<file path="config.mk">
export PLATFORM = sky130hd
export DESIGN_NAME = seven_segment_decoder
export DESIGN_NICKNAME = d
export VERILOG_FILES = /design/src/rtl/seven_segment_pkg.sv /design/src/rtl/seven_segment_decoder_seg_pattern_decode.sv /design/src/rtl/seven_segment_decoder.sv
export SDC_FILE = /design/constraint.sdc
export NUM_CORES = 1
export LEC_CHECK = 0
export ABC_CLOCK_PERIOD_IN_PS = 4570
export CORE_ASPECT_RATIO = 0.75
export CORE_UTILIZATION = 48
export DETAILED_ROUTE_END_ITERATION = 10
export HOLD_SLACK_MARGIN = 0.08
export PLACE_DENSITY = 0.79
export RECOVER_POWER = 50
export SYNTH_ARGS = -nofsm -noshare
export SYNTH_HDL_FRONTEND = slang
export SYNTH_SLANG_ARGS = --single-unit
</file>
<file path="constraint.sdc">
create_clock -name clk -period 4.57 [get_ports clk]
set_clock_uncertainty 0.1 [all_clocks]
set_input_delay 0.6855 -clock clk [delete_from_list [all_inputs] [get_ports clk]]
set_output_delay 0.6855 -clock clk [all_outputs]
set_load 0.005 [all_outputs]
</file>
<file path="src/rtl/seven_segment_pkg.sv">
// Shared constants for the seven-segment driver/decoder pair.
// Segment patterns (bit 6 = g .. bit 0 = a), blank code, FSM states.
package seven_segment_pkg;

  localparam logic [6:0] SEG_0     = 7'b0111111;
  localparam logic [6:0] SEG_1     = 7'b0000110;
  localparam logic [6:0] SEG_2     = 7'b1011011;
  localparam logic [6:0] SEG_3     = 7'b1001111;
  localparam logic [6:0] SEG_4     = 7'b1100110;
  localparam logic [6:0] SEG_5     = 7'b1101101;
  localparam logic [6:0] SEG_6     = 7'b1111100;
  localparam logic [6:0] SEG_7     = 7'b0000111;
  localparam logic [6:0] SEG_8     = 7'b1111111;
  localparam logic [6:0] SEG_9     = 7'b1100111;
  localparam logic [6:0] SEG_BLANK = 7'b0000000;

  localparam logic [3:0] BLANK_CODE = 4'hF;

  typedef enum logic {
    WAIT_UNIT = 1'b0,
    WAIT_TEN  = 1'b1
  } state_e;

endpackage

</file>
<file path="src/rtl/seven_segment_decoder_seg_pattern_decode.sv">
// Maps a 7-bit segment pattern back to its 4-bit code.
// Ports: segments[6:0] in; code[3:0], pattern_ok out (combinational).
module seg_pattern_decode
  import seven_segment_pkg::*;
(
  input  logic [6:0] segments,
  output logic [3:0] code,
  output logic       pattern_ok
);

  always_comb begin
    code       = 4'h0;
    pattern_ok = 1'b1;
    unique case (segments)
      SEG_0:     code = 4'd0;
      SEG_1:     code = 4'd1;
      SEG_2:     code = 4'd2;
      SEG_3:     code = 4'd3;
      SEG_4:     code = 4'd4;
      SEG_5:     code = 4'd5;
      SEG_6:     code = 4'd6;
      SEG_7:     code = 4'd7;
      SEG_8:     code = 4'd8;
      SEG_9:     code = 4'd9;
      SEG_BLANK: code = BLANK_CODE;
      default:   pattern_ok = 1'b0;
    endcase
  end

endmodule

</file>
<file path="src/rtl/seven_segment_decoder.sv">
// Reads a multiplexed two-digit seven-segment bus back into codes.
// Ports: clk, reset_n, segments_in[6:0], digit_in -> ten_count,
// unit_count, valid (pair strobe), pattern_error (bad pattern strobe).
module seven_segment_decoder
  import seven_segment_pkg::*;
#(
  parameter int unsigned STABLE_CYCLES = 1
) (
  input  logic       clk,
  input  logic       reset_n,
  input  logic [6:0] segments_in,
  input  logic       digit_in,
  output logic [3:0] ten_count,
  output logic [3:0] unit_count,
  output logic       valid,
  output logic       pattern_error
);

  localparam logic [3:0] STABLE = 4'(STABLE_CYCLES);

  logic [6:0] seg_q;
  logic       dig_q;
  logic [7:0] prev_q;
  logic [3:0] run_q, run_d;
  state_e     state_q, state_d;
  logic [3:0] pend_q, pend_d;
  logic [3:0] ten_q, ten_d;
  logic [3:0] unit_q, unit_d;
  logic       valid_q, valid_d;
  logic       err_q, err_d;

  logic [7:0] sample;
  logic       accept;
  logic [3:0] code;
  logic       pat_ok;

  assign sample = {dig_q, seg_q};

  seg_pattern_decode u_dec (
    .segments   (seg_q),
    .code       (code),
    .pattern_ok (pat_ok)
  );

  // A zero count means no change seen since reset: the cleared
  // input registers are not a real sample and are never accepted.
  always_comb begin
    run_d = run_q;
    if (sample != prev_q)
      run_d = 4'd1;
    else if (run_q != 4'd0 && run_q != 4'd15)
      run_d = run_q + 4'd1;
  end

  assign accept = (run_d == STABLE);

  always_comb begin
    state_d = state_q;
    if (accept) begin
      if (!pat_ok)
        state_d = WAIT_UNIT;
      else if (!dig_q)
        state_d = WAIT_TEN;
      else if (state_q == WAIT_TEN)
        state_d = WAIT_UNIT;
    end
  end

  always_comb begin
    pend_d  = pend_q;
    ten_d   = ten_q;
    unit_d  = unit_q;
    valid_d = 1'b0;
    err_d   = 1'b0;
    if (accept) begin
      if (!pat_ok) begin
        err_d  = 1'b1;
        pend_d = 4'h0;
      end else if (!dig_q) begin
        pend_d = code;
      end else if (state_q == WAIT_TEN) begin
        ten_d   = code;
        unit_d  = pend_q;
        valid_d = 1'b1;
      end
    end
  end

  always_ff @(posedge clk or negedge reset_n) begin
    if (!reset_n) begin
      seg_q   <= '0;
      dig_q   <= 1'b0;
      prev_q  <= '0;
      run_q   <= '0;
      state_q <= WAIT_UNIT;
      pend_q  <= '0;
      ten_q   <= '0;
      unit_q  <= '0;
      valid_q <= 1'b0;
      err_q   <= 1'b0;
    end else begin
      seg_q   <= segments_in;
      dig_q   <= digit_in;
      prev_q  <= sample;
      run_q   <= run_d;
      state_q <= state_d;
      pend_q  <= pend_d;
      ten_q   <= ten_d;
      unit_q  <= unit_d;
      valid_q <= valid_d;
      err_q   <= err_d;
    end
  end

  assign ten_count     = ten_q;
  assign unit_count    = unit_q;
  assign valid         = valid_q;
  assign pattern_error = err_q;

endmodule
</file>
Word level (Yosys, flattened, before mapping)
Cells that the tools add are included.
- output and inout bits: 10
- bits in registers: 35
- word-level logic and storage cells: 45
- bits of input ports: 10
- $add $sub $neg: 1
- equality and inequality tests: 14
- multiplexer cells: 14
- reductions and logical operators: 6
- operator list (cell ; count):
    equality test 7 bit, second input constant ; 7
    case mux 4 bit (10 select lines) ; 1
    two-way mux 4 bit ; 4
    equality test 7 x 3 -> 1 bit, second input constant ; 2
    OR reduction 11 bit ; 1
    two-way mux 1 bit ; 9
    inequality test 8 bit ; 1
    equality test 7 x 6 -> 1 bit, second input constant ; 1
    zero test 7 bit ; 1
    adder 4 x 1 -> 4 bit, second input constant ; 1
    equality test 4 x 1 -> 1 bit, second input constant ; 1
    inequality test 4 bit, second input constant ; 1
    AND reduction 4 bit ; 1
    nonzero test 4 bit ; 1
    inequality test 2 bit, second input constant ; 1
    AND reduction 2 bit ; 1
    logical AND 1 bit ; 1

Longest topological paths before layout
- depth after elaboration: 6
- depth in mapped cells: 8
- depth with buffers taken out: 8

Cells and area by module
Synthesis repeated with hierarchy kept, for this count alone.
- cell total of the unflattened synthesis: 145
- area total of the unflattened synthesis: 1692.9 µm²
- by module, submodules not included (module ; area each (µm²) ; instances ; cells each ; seq. area each (µm²)):
    seven_segment_decoder ; 1403.8 ; 1 ; 102 ; 875.8
    seg_pattern_decode ; 289.0 ; 1 ; 43 ; 0.0

Least setup slack after synthesis
OpenSTA, ideal clock, no wires.
- path type: reg-to-reg
- start point: register run_q[0]
- end point: register ten_q[0], in the netlist ten_count[0]
- setup time: 125 ps
- path buffers: 0
- arrival: 2151 ps
- data required time: 4345 ps
- slack: 2194 ps
- clock period less this slack: 2376 ps
- cell stages (with the launch flop): 9
- cells stage by stage: dfrtp_1 > inv_1 > ha_1 > inv_1 > o31ai_2 > mux2_2 > a21oi_2 > nand3b_4 > mux2_4
- cells in the longest elaborated chain, start to end: 6
- elaborated cells on any way between the ends: 8
- those cells by class: 1 x add/sub; 2 x eq/ne; 2 x mux; 3 x reduce/logical
- ends and longest elaborated chain (what ; line ; source):
    start: declaration ; seven_segment_decoder.sv:24 ; logic [3:0] run_q, run_d;
    start signal: assignment ; seven_segment_decoder.sv:105 ; run_q <= run_d;
    parallel branches: the longest is 2 deep, another holds adder 4 x 1 -> 4 bit ; - ;
    two-way mux 4 bit (*) ; seven_segment_decoder.sv:51 ; else if (run_q != 4'd0 && run_q != 4'd15)
    two-way mux 4 bit (*) ; seven_segment_decoder.sv:49 ; if (sample != prev_q)
    equality test 4 x 1 -> 1 bit (*) ; seven_segment_decoder.sv:55 ; assign accept = (run_d == STABLE);
    AND reduction 4 bit (no line) (*) ; - ;
    end signal: assignment ; seven_segment_decoder.sv:108 ; ten_q <= ten_d;
    end: declaration ; seven_segment_decoder.sv:27 ; logic [3:0] ten_q, ten_d;
Every way passes the cells marked *.
A chain may end at the register's enable or synchronous reset.

Worst setup path in the final report
- start point: register run_q[0]
- end point: register unit_q[2], in the netlist unit_count[2]
- cells in the longest elaborated chain, start to end: 6
- elaborated cells on any way between the ends: 8
- those cells by class: 1 x add/sub; 2 x eq/ne; 2 x mux; 3 x reduce/logical
- ends and longest elaborated chain (what ; line ; source):
    parallel branches: the longest is 2 deep, another holds adder 4 x 1 -> 4 bit ; - ;
    two-way mux 4 bit (*) ; seven_segment_decoder.sv:51 ;
    two-way mux 4 bit (*) ; seven_segment_decoder.sv:49 ;
    equality test 4 x 1 -> 1 bit (*) ; seven_segment_decoder.sv:55 ;
    AND reduction 4 bit (no line) (*) ; - ;
    end signal: assignment ; seven_segment_decoder.sv:109 ; unit_q <= unit_d;
    end: declaration ; seven_segment_decoder.sv:28 ; logic [3:0] unit_q, unit_d;
Marked as above.

==> reports/metrics.json <==
{
  "status": {"value": "finished with violations"},
  "violations_in_the_final_reports": {"value": "capacitance limit, slew limit"},
  "via_per_inst": {"value": 5.626},
  "ant_nets": {"value": 0},
  "switching_share": {"value": 23.24, "unit": "%"},
  "ys_warn_count": {"value": 0},
  "cts.repair_timing.setup_buffer_count": {"value": 0},
  "synth_cells": {"value": 139},
  "critPathBufInv": {"value": 2},
  "static-leakage-power": {"value": 0.9156, "unit": "nW"},
  "actual_transition_at_the_worst_max_transition_pin": {"value": 1802, "unit": "ps"},
  "timing.reg2reg.setup_slack": {"value": 1980, "unit": "ps"},
  "power_report.internal_total": {"value": 456.1, "unit": "uW"},
  "die_width": {"value": 70.14, "unit": "microns"},
  "rsz0062_at_grt": {"value": "false"},
  "max-vdd-ir-drop": {"value": 0.2502, "unit": "mV"},
  "timing.final.crit_period": {"value": 2591, "unit": "ps"},
  "most_frequent_cells_in_the_layout": {"value": "sky130_fd_sc_hd__dfrtp_1 (35), sky130_fd_sc_hd__xor2_1 (11), sky130_fd_sc_hd__clkdlybuf4s50_1 (10), sky130_fd_sc_hd__dlygate4sd3_1 (9)"},
  "clockPowerShare": {"value": 37.6, "unit": "%"},
  "design.final.nets": {"value": 170},
  "hold_class": {"value": "reg -> reg"},
  "die_area": {"value": 0.003725, "unit": "sq mm"},
  "net-switching-power": {"value": 138.1, "unit": "uW"},
  "io_pins": {"value": 20},
  "critPathMaxStageDelay": {"value": 420, "unit": "ps"},
  "number_of_max_cap_violations": {"value": 1},
  "global_route.overflow_total": {"value": 0},
  "syn_to_final_growth": {"value": 17.29, "unit": "%"},
  "cts.repair.resized": {"value": 0},
  "comb_power_share": {"value": 6.5, "unit": "%"},
  "yosys_register_bits": {"value": 35},
  "floorplan.initialDensity": {"value": 50.49, "unit": "%"},
  "synthesis.nets": {"value": 151},
  "synthTopCellsByArea": {"value": "sky130_fd_sc_hd__dfrtp_1 (52%), sky130_fd_sc_hd__mux2_4 (7.2%), sky130_fd_sc_hd__xor2_1 (5.8%)"},
  "cp_common_cell": {"value": "sky130_fd_sc_hd__inv_1"},
  "dr.pass1.iters": {"value": 4},
  "cts.sinks": {"value": 35},
  "depth_of_the_cts_h_tree": {"value": 2},
  "layout-drive-gt1-share": {"value": 15.19, "unit": "%"},
  "cts.reportedPaths.clkPinSlew": {"value": 70, "unit": "ps"},
  "grt_max_degree": {"value": 36},
  "floorplan.die.height": {"value": 53.11, "unit": "microns"},
  "final-max-slew-violation-count": {"value": 36},
  "ys_types": {"value": 43},
  "clockRootBuffer": {"value": "sky130_fd_sc_hd__clkbuf_8"},
  "timing.critical_path.max_delay_family": {"value": "multiplexers"},
  "worstPathCellList": {"value": "inv_1 > ha_1 > inv_1 > o31ai_2 > mux2_2 > a21oi_2 > nand3b_4 > mux2_4"},
  "total_power": {"value": 594.2, "unit": "uW"},
  "final_min_period_over_clock_period": {"value": 56.69, "unit": "%"},
  "cts_buffer_count": {"value": 5},
  "worst_path_max_delay_cell": {"value": "sky130_fd_sc_hd__dfrtp_1"},
  "seqPwrFrac": {"value": 55.9, "unit": "%"},
  "max-clock-path-buffers": {"value": 2},
  "critical_path_at": {"value": 2660, "unit": "ps"},
  "max_clock_freq": {"value": 386.0, "unit": "MHz"},
  "placement.setup.worst_slack": {"value": 1988, "unit": "ps"},
  "layout_commonest_cell": {"value": "sky130_fd_sc_hd__dfrtp_1"},
  "synth_area": {"value": 0.001672, "unit": "sq mm"},
  "detail_route.iter0.violations": {"value": 55},
  "antenna_found_initial": {"value": 0},
  "synth_area_per_cell": {"value": 12.03, "unit": "sq um"},
  "postRouteWirelength": {"value": 2919, "unit": "microns"},
  "gp_congestion": {"value": 0.7641},
  "antenna_cells": {"value": 0},
  "relSlewSlack": {"value": -20.13, "unit": "%"},
  "clkLatencyLatePin": {"value": 290, "unit": "ps"},
  "synth_largest_area_cell": {"value": "sky130_fd_sc_hd__dfrtp_1"},
  "synth.top_cell.area_share": {"value": 52.40, "unit": "%"},
  "finalWorstSetupSlack": {"value": 1979, "unit": "ps"},
  "floorplan.core_area": {"value": 0.003311, "unit": "sq mm"},
  "vias": {"value": 1114},
  "worstPathRequired": {"value": 4640, "unit": "ps"},
  "finalHoldViolations": {"value": 0},
  "track_usage": {"value": 17.30, "unit": "%"},
  "aggregate_negative_setup_slack": {"value": 0, "unit": "ps"},
  "grt_pass1_wl": {"value": 4830, "unit": "microns"},
  "port_buffers": {"value": 19},
  "cts_tree": {"value": "built"},
  "cts.hold.buffers_added": {"value": 0},
  "dp_hpwl": {"value": 2046, "unit": "microns"},
  "timing.final.setup_violations": {"value": 0},
  "drc": {"value": 0},
  "path_class": {"value": "reg -> reg"},
  "end_kind": {"value": "flop"},
  "pwr_cell_area": {"value": 303.1, "unit": "mW/mm^2"},
  "worst_setup_path_start_kind": {"value": "flop"},
  "avgRoutedWirePerCell": {"value": 14.74, "unit": "microns"},
  "crit_path_max_fanout": {"value": 9},
  "yosysSeqAreaShare": {"value": 52.40, "unit": "%"},
  "post_route_core_utilization": {"value": 59.22, "unit": "%"},
  "first_global_vias": {"value": 1041},
  "fp-row-count": {"value": 18}
}
-- through the flow --
stage | instances | hold WS, ps | area (sq um)
after floorplan | 139 | 248.7 | 1672
after global placement | 191 | 365.1 | 1877
after detailed placement | 191 | 367.7 | 1877
after CTS | 198 | 398.9 | 1964
after global routing | 198 | 407.8 | 1961
final | 198 | 397.1 | 1961
-- cell type report --
type	instances	area, sq um
fill	261	1350
timing repair buffer	20	193.9
inverter	5	18.77
sequential	35	875.8
multi-input combinational	91	734.5
clock buffer	6	82.58
tap	40	50.05
clock inverter	1	5.005
-- synth_stat cells --
| master | instances |
|---|---|
| sky130_fd_sc_hd__o32ai_1 | 2 |
| sky130_fd_sc_hd__nor4_1 | 2 |
| sky130_fd_sc_hd__mux2i_1 | 2 |
| sky130_fd_sc_hd__a22o_1 | 3 |
| sky130_fd_sc_hd__o31a_2 | 1 |
| sky130_fd_sc_hd__dfrtp_1 | 35 |
| sky130_fd_sc_hd__xnor2_1 | 2 |
| sky130_fd_sc_hd__nand2_1 | 4 |
| sky130_fd_sc_hd__a21o_1 | 3 |
| sky130_fd_sc_hd__a31oi_1 | 3 |
| sky130_fd_sc_hd__o31ai_1 | 1 |
| sky130_fd_sc_hd__o22ai_1 | 1 |
| sky130_fd_sc_hd__ha_1 | 2 |
| sky130_fd_sc_hd__a41o_1 | 1 |
| sky130_fd_sc_hd__nor2b_1 | 3 |
| sky130_fd_sc_hd__or2_1 | 1 |
| sky130_fd_sc_hd__a21oi_1 | 3 |
| sky130_fd_sc_hd__o211ai_1 | 1 |
| sky130_fd_sc_hd__a211oi_1 | 2 |
| sky130_fd_sc_hd__and2b_1 | 1 |
| sky130_fd_sc_hd__mux2_2 | 2 |
| sky130_fd_sc_hd__mux2_4 | 8 |
| sky130_fd_sc_hd__a31o_2 | 1 |
| sky130_fd_sc_hd__nor2_1 | 8 |
| sky130_fd_sc_hd__o21ai_0 | 1 |
| sky130_fd_sc_hd__nor3_1 | 2 |
| sky130_fd_sc_hd__a21oi_2 | 1 |
| sky130_fd_sc_hd__or3_1 | 2 |
| sky130_fd_sc_hd__nor3b_1 | 3 |
| sky130_fd_sc_hd__o32a_1 | 1 |
| sky130_fd_sc_hd__buf_2 | 4 |
| sky130_fd_sc_hd__inv_1 | 5 |
| sky130_fd_sc_hd__a211oi_2 | 1 |
| sky130_fd_sc_hd__or4_4 | 1 |
| sky130_fd_sc_hd__and3_1 | 1 |
| sky130_fd_sc_hd__xor2_1 | 11 |
| sky130_fd_sc_hd__o31ai_2 | 1 |
| sky130_fd_sc_hd__nand3_1 | 6 |
| sky130_fd_sc_hd__nor4b_1 | 1 |
| sky130_fd_sc_hd__buf_6 | 1 |
| sky130_fd_sc_hd__nand3b_4 | 1 |
| sky130_fd_sc_hd__or4_1 | 1 |
| sky130_fd_sc_hd__clkbuf_1 | 3 |
-- power groups by stage --
stage / combinational, mW / sequential (mW) / clock [mW]
global route: 0.0432 / 0.334 / 0.239
finish: 0.0384 / 0.332 / 0.224
floorplan: 0.0304 / 0.329 / 0
global placement: 0.0395 / 0.337 / 0
CTS: 0.0411 / 0.332 / 0.228
detailed placement: 0.0409 / 0.338 / 0
-- path summary, 6_finish.rpt --
path                                from       endpoint  cells past startpoint
max in group asynchronous        reset_n       seg_q[4]                      2
worst min register to register     dig_q      prev_q[7]                      0
worst max-delay path            run_q[0]  unit_count[2]                      8
min in group asynchronous        reset_n          valid                      2
worst min-delay path               dig_q      prev_q[7]                      0
worst max register to register  run_q[0]  unit_count[2]                      8
-- routing by layer --
layer / routed length, microns / GRT usage [%] / up-vias
li1: - / - / 531
met1: 1362 / 22.77 / 549
met2: 1361 / 27.24 / 32
met3: 177 / 5.905 / 2
met4: 17 / 5.333 / 0
met5: 0 / 0 / -
-- worst register-to-register path, cell delays in order, from the launching register on --
cell and delay [ps]:
sky130_fd_sc_hd__dfrtp_1 420, sky130_fd_sc_hd__inv_1 140, sky130_fd_sc_hd__ha_1 180, sky130_fd_sc_hd__inv_1 70, sky130_fd_sc_hd__o31ai_2 330, sky130_fd_sc_hd__mux2_2 390
sky130_fd_sc_hd__a21oi_2 230, sky130_fd_sc_hd__nand3b_4 290, sky130_fd_sc_hd__mux2_4 320
-- cells by family (layout without fill, tap and decap cells) --
family                     Yosys count  in the layout  share of synthesized area (%)
AOI/OAI and AO/OA                   27             27                          12.80
xor gates and xnor gates            13             13                          6.811
adders and majority gates            2              2                          1.497
buffers and inverters               13             32                          3.668
DFF                                 35             35                          52.40
muxes                               12             12                          9.731
and+or+nand+nor                     37             37                          13.10
-- sequential cells by signal, summed over array words and instances, names as in the netlist --
| signal | flops |
|---|---|
| valid | 1 |
| dig_q | 1 |
| seg_q | 7 |
| pattern_error | 1 |
| unit_count | 4 |
| ten_count | 4 |
| run_q | 4 |
| prev_q | 8 |
| pend_q | 4 |
| state_q | 1 |
No activity file was read; power rests on OpenSTA's default activity.
